File: src/rtl/score_keeper.sv
// score_keeper: game-score stage upstream of the VGA controller.
// Counts survival time in video frames, freezes the score on a crash,
// holds the final score for a fixed number of frames, and tracks a high
// score. A 4-digit BCD mirror of both scores is kept alongside the binary
// value so the display path needs no divide or modulo.

module score_keeper #(
    parameter int FRAMES_PER_POINT = 60,
    parameter int HOLD_FRAMES      = 120,
    parameter int MAX_SCORE        = 9999
) (
    input  logic        clk,
    input  logic        reset,       // asynchronous, active-low
    input  logic        frame_tick,
    input  logic        start,
    input  logic        collided,
    output logic [31:0] counter,
    output logic [15:0] score_bcd,
    output logic [15:0] high_bcd,
    output logic        running,
    output logic        game_over
);

    // Counter widths; a minimum of one bit keeps degenerate parameter
    // values (e.g. one frame per point) legal.
    localparam int FW = (FRAMES_PER_POINT > 1) ? $clog2(FRAMES_PER_POINT) : 1;
    localparam int HW = (HOLD_FRAMES > 1) ? $clog2(HOLD_FRAMES) : 1;
    // 14 bits cover any score that fits in four BCD digits (max 9999).
    localparam int SW = 14;

    localparam logic [FW-1:0] FRAME_LAST = FW'(FRAMES_PER_POINT - 1);
    localparam logic [HW-1:0] HOLD_LAST  = HW'(HOLD_FRAMES - 1);
    localparam logic [SW-1:0] SCORE_MAX  = SW'(MAX_SCORE);

    localparam logic [1:0] ST_IDLE = 2'd0;
    localparam logic [1:0] ST_RUN  = 2'd1;
    localparam logic [1:0] ST_HOLD = 2'd2;

    logic [1:0]    state_q,     state_d;
    logic [FW-1:0] frame_cnt_q, frame_cnt_d;
    logic [HW-1:0] hold_cnt_q,  hold_cnt_d;
    logic          collided_q,  collided_d;
    logic [SW-1:0] score_q,     score_d;
    logic [15:0]   score_bcd_q, score_bcd_d;
    logic [SW-1:0] high_q,      high_d;
    logic [15:0]   high_bcd_q,  high_bcd_d;
    logic          crash;

    // Add one to a 4-digit BCD value; a digit at 9 wraps to 0 and carries.
    function automatic logic [15:0] bcd_inc(input logic [15:0] v);
        logic [15:0] r;
        logic        carry;
        r     = v;
        carry = 1'b1;
        for (int i = 0; i < 4; i++) begin
            if (carry) begin
                if (r[i*4 +: 4] == 4'd9) begin
                    r[i*4 +: 4] = 4'd0;
                end else begin
                    r[i*4 +: 4] = r[i*4 +: 4] + 4'd1;
                    carry       = 1'b0;
                end
            end
        end
        return r;
    endfunction

    // A collision level counts once, on its rising edge.
    assign crash = collided & ~collided_q;

    // Next-state logic: game FSM, frame/hold counters, score and high score.
    always_comb begin
        // NOTE: every variable gets its hold value first so no path through
        // the case statement leaves one unassigned, which would infer a latch.
        state_d     = state_q;
        frame_cnt_d = frame_cnt_q;
        hold_cnt_d  = hold_cnt_q;
        collided_d  = collided;
        score_d     = score_q;
        score_bcd_d = score_bcd_q;
        high_d      = high_q;
        high_bcd_d  = high_bcd_q;

        case (state_q)
            ST_IDLE: begin
                // A crash arriving together with start is deliberately
                // dropped; collided_q still tracks the level.
                if (start) begin
                    state_d     = ST_RUN;
                    frame_cnt_d = '0;
                    score_d     = '0;
                    score_bcd_d = '0;
                end
            end
            ST_RUN: begin
                if (crash) begin
                    state_d    = ST_HOLD;
                    hold_cnt_d = '0;
                    if (score_q > high_q) begin
                        high_d     = score_q;
                        high_bcd_d = score_bcd_q;
                    end
                end else if (frame_tick) begin
                    if (frame_cnt_q == FRAME_LAST) begin
                        frame_cnt_d = '0;
                        // At saturation the point is dropped but the frame
                        // counter keeps wrapping.
                        if (score_q < SCORE_MAX) begin
                            score_d     = score_q + SW'(1);
                            score_bcd_d = bcd_inc(score_bcd_q);
                        end
                    end else begin
                        frame_cnt_d = frame_cnt_q + FW'(1);
                    end
                end
            end
            ST_HOLD: begin
                if (frame_tick) begin
                    if (hold_cnt_q == HOLD_LAST) begin
                        state_d = ST_IDLE;
                    end else begin
                        hold_cnt_d = hold_cnt_q + HW'(1);
                    end
                end
            end
            default: begin
                state_d = ST_IDLE;
            end
        endcase
    end

    // State registers; reset clears everything including the high score.
    always_ff @(posedge clk or negedge reset) begin
        if (!reset) begin
            state_q     <= ST_IDLE;
            frame_cnt_q <= '0;
            hold_cnt_q  <= '0;
            collided_q  <= 1'b0;
            score_q     <= '0;
            score_bcd_q <= '0;
            high_q      <= '0;
            high_bcd_q  <= '0;
        end else begin
            // NOTE: non-blocking assignments so every register samples the
            // values from before this edge, independent of statement order.
            state_q     <= state_d;
            frame_cnt_q <= frame_cnt_d;
            hold_cnt_q  <= hold_cnt_d;
            collided_q  <= collided_d;
            score_q     <= score_d;
            score_bcd_q <= score_bcd_d;
            high_q      <= high_d;
            high_bcd_q  <= high_bcd_d;
        end
    end

    assign counter   = {{(32-SW){1'b0}}, score_q};
    assign score_bcd = score_bcd_q;
    assign high_bcd  = high_bcd_q;
    assign running   = (state_q == ST_RUN);
    assign game_over = (state_q == ST_HOLD);

endmodule

File: config.mk
export PLATFORM = sky130hd
export DESIGN_NAME = score_keeper
export DESIGN_NICKNAME = d
export VERILOG_FILES = /design/src/rtl/score_keeper.sv
export SDC_FILE = /design/constraint.sdc
export NUM_CORES = 1
export LEC_CHECK = 0
export CAP_MARGIN = 20
export CORE_ASPECT_RATIO = 1.1
export CORE_UTILIZATION = 64
export CTS_CLUSTER_SIZE = 24
export DETAILED_ROUTE_END_ITERATION = 16
export DONT_BUFFER_PORTS = 1
export GPL_ROUTABILITY_DRIVEN = 0
export PLACE_DENSITY_LB_ADDON = 0.12
export SLEW_MARGIN = 30
export SYNTH_ARGS = -nofsm -noshare
export SYNTH_HDL_FRONTEND = slang
export SYNTH_SLANG_ARGS = --single-unit
export TNS_END_PERCENT = 30
File: constraint.sdc
create_clock -name clk -period 3.2 [get_ports clk]
set_clock_uncertainty 0.05 [all_clocks]
set_input_delay 0.48 -clock clk [delete_from_list [all_inputs] [get_ports clk]]
set_output_delay 0.48 -clock clk [all_outputs]
set_load 0.005 [all_outputs]
==> impl_metrics.csv, run 1 <==
group,metric,value,unit
outcome,status,"finished, final reports clean",
yosys,async_flop_share,100,%
pwr,p_leak,2.65,nW
worst_setup_path,cp_max_fo,16,
clocking,clock_latency,360,ps
final_layout,layoutNonFillerInstCount,636,
pwr,intPower,1.97,mW
yosys,synth_mux_area_share,1.77,%
route,ant_nets,0,
global_route,grtUsageTotal,32.6,%
yosys,synth_adder_area_share,6.50,%
route,via_per_inst,6.61,
hold_path,hold_path_class,"input pin to flop",
global_route,met1_usage,42.4,%
yosys,syn_area,4810,um2
clocking,cts_root_buf,"clkbuf_8",
timing,fin_ws,517,ps
global_route,antenna_found_initial,0,
place,hpwl,8.00,mm
worst_setup_path,slowest_stage,"or4_1",
clocking,cts_setup_buffers,0,
worst_setup_path,crit_family,"simple AND/OR/NAND/NOR gates",
global_route,grt_pass1_vias,4136,
clocking,cts.clk_slew.worst_paths,80,ps
clocking,htreeDepth,3,
global_route,grt_max_degree,77,
pwr,switching_share,36.7,%
clocking,cts.sinks,76,
timing,hold_violations,0,
yosys,synth-edff-count,0,
final_layout,antenna_cells,0,
global_route,top_usage_layer,"met2",
yosys,yosysMostFrequentCell,"nand2_1",
die,die_h,92.9,um
clocking,numCtsBuffers,9,
pwr,ir_drop,0.000423,V
pwr,power_frac_comb,28.0,%
yosys,synth_ff_type,"dfrtp_1",
flow_run,cap_violations,0,
route,via_count,4203,
timing,timing.fmax,373,MHz
final_layout,seq_area,1900,um2
global_route,grt_use_met3,6.60,%
pwr,power.density,605,nW/um2
final_layout,drive_gt1_share,7.62,%
pwr,net-switching-power,1.14,mW
yosys,synth_simple_gate_area_share,27.0,%
global_route,grt_pass1_wl,20.1,mm
yosys,synthXorXnorAreaFrac,1.64,%
route,route.detailed.drc,0,
die,dieWidth,84.7,um
yosys,synthTopCellsByArea,"dfrtp_1 (40%), nand2_1 (9.2%), ha_1 (6.5%)",
global_route,use_met2,51.2,%
route,firstDrtPassIters,11,
timing,layout_min_cycle_time,2680,ps
route,wl_per_cell,18.9,um
place,io_buffers,0,
route,drtIter0Drc,443,
timing,tns,0,ps
final_layout,final_net_count,576,
final_layout,multi_input_area,2610,um2
timing,finalCritPeriodShare,83.9,%
yosys,synth_seq_cells,76,
timing,rsz0062_at_grt,"no",
die,core,7130,um2
pwr,clock_power_share,32.0,%
worst_setup_path,crit_buf_inv,0,
worst_setup_path,slowest_delay,640,ps
worst_setup_path,critical_path_class,"flop to flop",
timing,slew_headroom,44.2,%
die,start_util,67.5,%
yosys,yosysSeqAreaShare,39.5,%
timing,finalSetupViolCount,0,
yosys,netlist-cell-type-count,54,
worst_setup_path,critPathCaptureType,"flop",
yosys,synth_area_per_cell,8.71,um2
yosys,synth_compound_area_share,15.7,%
pwr,finalPower,3.11,mW
place,dp.cells,618,
die,num_io_pins,71,
final_layout,fill_cells,550,
yosys,synth_common_cells,"nand2_1 (118), dfrtp_1 (76), nand4b_1 (31)",
route,wl,12.0,mm
global_route,grt-ovfl-total,0,
timing,drv_slew,0,
place,dp_slack,588,ps
timing,tightest_slew,838,ps
yosys,synth_warnings,0,
yosys,yosysTopAreaCell,"dfrtp_1",
worst_setup_path,cp-start-kind,"flop",
worst_setup_path,cp.required,3440,ps
clocking,cts_buffer_depth,2,
pwr,pwr-share-seq,40.0,%
yosys,synth_top_family_by_area,"simple AND/OR/NAND/NOR gates",
yosys,syn_inst,552,
clocking,cts_tree,"yes",
die,std_cell_rows,32,
die,fp.dieArea,7870,um2
worst_setup_path,critPathArrivalTime,2930,ps
yosys,synthDominantCellAreaShare,39.5,%
worst_setup_path,path_cells,"ha_1, nand4_1, o21ai_0, nand3_1, or4_1, a21oi_1",
final_layout,area_growth,6.71,%
## per-stage QoR
stage                     utilization (%)  hold slack [ps]  instance area (um2)
after CTS                            71.9             84.8                 5120
final                                72.0             88.0                 5130
after global routing                 72.0             75.0                 5130
after floorplan                         -              134                 4870
after detailed placement             67.7              136                 4820
after global placement               67.6              136                 4820
## final timing paths
path / cells past startpoint / to / slack, ps / startpoint
hold / removal: 0 / collided_q / 90 / collided
setup reg to reg: 6 / score_q[12] / 520 / frame_cnt_q[0]
min in group asynchronous: 2 / score_q[4] / 600 / reset
setup / recovery: 6 / score_q[12] / 520 / frame_cnt_q[0]
max in group asynchronous: 2 / score_q[0] / 2150 / reset
hold reg to reg: 1 / hold_cnt_q[0] / 490 / hold_cnt_q[0]
## kinds of logic (layout without fill, tap and decap cells)
| family | Yosys count | in the layout |
|---|---|---|
| simple gates | 252 | 252 |
| compound gates | 104 | 104 |
| mux | 8 | 8 |
| fa+ha+maj | 25 | 25 |
| other cells | 1 | 18 |
| xor+xnor | 9 | 9 |
| flops | 76 | 76 |
| buf+inv | 77 | 59 |
## layout by cell type (no fill, tap or decap), types with 3 or more instances in the layout
cell / synthesis / final
conb_1: 1 / 18
a21oi_1: 13 / 13
buf_4: 18 / 15
nor4_1: 5 / 5
nor2b_1: 4 / 4
a31oi_1: 5 / 5
a31o_2: 3 / 3
o41ai_1: 6 / 5
ha_1: 25 / 25
xnor2_1: 8 / 8
o311ai_0: 7 / 7
and3_1: 11 / 11
o211ai_1: 23 / 23
clkbuf_8: 0 / 10
or4_1: 5 / 5
nor2_1: 24 / 24
nand4_1: 7 / 7
nand4b_1: 31 / 31
nand2b_1: 9 / 9
nor3_1: 7 / 7
nand2_1: 118 / 118
nand3_1: 22 / 22
bufinv_16: 0 / 4
mux2i_1: 4 / 4
inv_1: 26 / 26
o31ai_1: 11 / 11
dfrtp_1: 76 / 76
o21ai_0: 15 / 15
## routing by layer
metal / up-vias / routed length (um)
met4: 0 / 365
met5: - / 0
li1: 1942 / -
met1: 2066 / 5070
met2: 162 / 5800
met3: 33 / 785
## state kept, by name, summed over array words and instances, names as in the netlist
register	count
high_q	14
hold_cnt_q	7
frame_cnt_q	6
state_q	2
score_q	14
high_bcd	16
collided_q	1
score_bcd	16
## power by group through the flow
stage | combinational (mW) | clock (mW) | sequential [mW]
3_3_place_gp | 0.809 | 0 | 1.25
2_1_floorplan | 0.645 | 0 | 1.20
4_1_cts | 0.863 | 0.998 | 1.24
5_1_grt | 0.987 | 1.04 | 1.26
6_report | 0.871 | 0.994 | 1.24
3_5_place_dp | 0.834 | 0 | 1.26
## cell type report
cell class | count | share of cell area, %
clock buffer | 12 | 2.83
clock inverter | 4 | 2.34
inverter | 26 | 1.90
multi-input combinational | 416 | 50.9
sequential | 76 | 37.1
tap | 85 | 2.07
timing repair buffer | 17 | 2.93
## timing repair
item | 4_1_cts | 5_1_grt
gates resized for setup | 0 | 0
hold endpoints to repair | 76 | 0
hold buffers | 2 | 0
No activity file was read; power rests on OpenSTA's default activity.
==> inputs of run 2 (changes only) <==
Clock period 3.2 ns to 2.6 ns, I/O delays scaled along.
==> impl_metrics.csv, run 2 (synthesis results as in run 1) <==
group,metric,value,unit
pwr,p_leak,2.69,nW
final_layout,final_common_cell,"nand2_1",
timing,finalSetupViolCount,0,
route,firstDrtPassIters,12,
pwr,pwr-share-seq,42.8,%
die,core,7130,um2
timing,slew_headroom,60.4,%
die,dieWidth,84.7,um
timing,holdWs,157,ps
pwr,clock_power_share,26.0,%
timing,hold_violations,0,
final_layout,layoutNonFillerInstCount,651,
worst_setup_path,critical_path_class,"flop to flop",
route,wl_per_cell,18.5,um
worst_setup_path,crit-reg2reg-launch,"score_q[0]",
clocking,cts.sinks,76,
final_layout,layout_common_cells,"nand2_1 (118), dfrtp_1 (76), nand4b_1 (31)",
outcome,status,"finished, final reports clean",
clocking,cts_setup_buffers,0,
pwr,power_frac_comb,31.2,%
clocking,cts_root_buf,"clkbuf_8",
global_route,grtUsageTotal,31.8,%
place,hpwl,8.32,mm
worst_setup_path,critPathArrivalTime,2630,ps
die,num_io_pins,71,
global_route,grt_pass1_vias,4018,
pwr,ir_drop,0.000611,V
pwr,power.density,683,nW/um2
flow_run,cap_violations,0,
place,dp.cells,632,
timing,drv_slew,0,
worst_setup_path,reg2reg_depth,7,
route,via_count,4210,
worst_setup_path,cp.required,2840,ps
hold_path,worst_hold_path.num_cells,3,
route,route.detailed.drc,0,
hold_path,hold_path_class,"input pin to flop",
worst_setup_path,cp-start-kind,"flop",
die,std_cell_rows,32,
global_route,grt_pass1_wl,19.5,mm
final_layout,drive_gt1_share,10.2,%
global_route,grt-ovfl-total,0,
clocking,cts_buffer_depth,2,
hold_path,hold-path-endpoint,"state_q[1]",
pwr,net-switching-power,1.39,mW
final_layout,area_growth,7.78,%
timing,finalCritPeriodShare,92.2,%
clocking,cts_tree,"yes",
pwr,intPower,2.15,mW
die,start_util,67.5,%
place,placed_cell_area,4930,um2
final_layout,fill_cells,552,
final_layout,design_area,5180,um2
die,die_h,92.9,um
place,io_buffers,0,
pwr,switching_share,39.3,%
final_layout,final_net_count,591,
timing,rsz0062_at_grt,"no",
hold_path,worstHoldStart,"frame_tick",
global_route,antenna_found_initial,0,
global_route,grt_max_degree,77,
timing,timing.fmax,417,MHz
worst_setup_path,cp_max_fo,13,
timing,tightest_slew,594,ps
worst_setup_path,reg2reg_slack,200,ps
worst_setup_path,r2r-end,"score_q[9]",
route,drtIter0Drc,292,
final_layout,antenna_cells,0,
clocking,cts.clk_slew.worst_paths,90,ps
timing,layout_min_cycle_time,2400,ps
clocking,htreeDepth,3,
worst_setup_path,critPathCaptureType,"flop",
route,via_per_inst,6.47,
timing,tns,0,ps
route,ant_nets,0,
clocking,clock_latency,360,ps
die,fp.dieArea,7870,um2
clocking,numCtsBuffers,9,
route,wl,12.0,mm
[run 2: area by class of cell]
type                            instances  area (um2)  area share [%]
Inverter                               26        97.6            1.88
Tap cell                               85         106            2.05
Sequential cell                        76        1900            36.7
Clock inverter                          6        63.8            1.23
Multi-Input combinational cell        416        2610            50.4
Clock buffer                           10         138            2.66
Timing Repair Buffer                   32         265            5.12
[run 2: worst max-delay path, cell delays in order, from the launching register on]
cell and delay [ps]:
dfrtp_1 460, ha_1 280, nand3_1 170, a21boi_2 100, o311a_1 400, buf_4 220
or4_1 470, a21oi_1 170
[run 2: metal layers]
layer / share of wire (%) / track usage, % / vias to the layer above
met1: 41 / 39.8 / 2065
met5: 0 / 0 / -
met4: 1.1 / 12.1 / 0
li1: - / - / 1972
met3: 7.0 / 9.00 / 15
met2: 51 / 52.3 / 158
[run 2: what timing repair did]
action / CTS / global route
setup endpoints to repair: 0 / 17
gates resized for setup: 0 / 1
hold buffers: 3 / 0
hold endpoints to repair: 77 / 0
[run 2: worst max-delay path by stage]
stage | startpoint | end | slack, ps | cells past startpoint
CTS | high_q[12] | high_q[11] | 110 | 8
global route | high_q[13] | high_bcd[0] | 30 | 8
finish | score_q[0] | score_q[9] | 200 | 7
detailed placement | high_q[12] | high_q[11] | 130 | 8
global placement | score_q[1] | high_q[9] | 240 | 7
floorplan | score_q[11] | high_bcd[13] | 340 | 8
[run 2: through the flow]
stage | utilization (%) | power [mW] | setup slack, ps
floorplan | - | 2.27 | 336
finish | 72.7 | 3.54 | 203
detailed placement | 69.1 | 2.60 | 131
global route | 72.7 | 3.75 | 25.7
CTS | 72.6 | 3.54 | 113
global placement | 69.1 | 2.56 | 244
[run 2: power groups by stage]
stage	Clock (mW)	Combinational, mW	Sequential (mW)
after detailed placement	0	1.06	1.53
after CTS	0.932	1.10	1.51
final	0.919	1.10	1.51
after floorplan	0	0.794	1.47
after global routing	0.977	1.24	1.54
after global placement	0	1.03	1.53
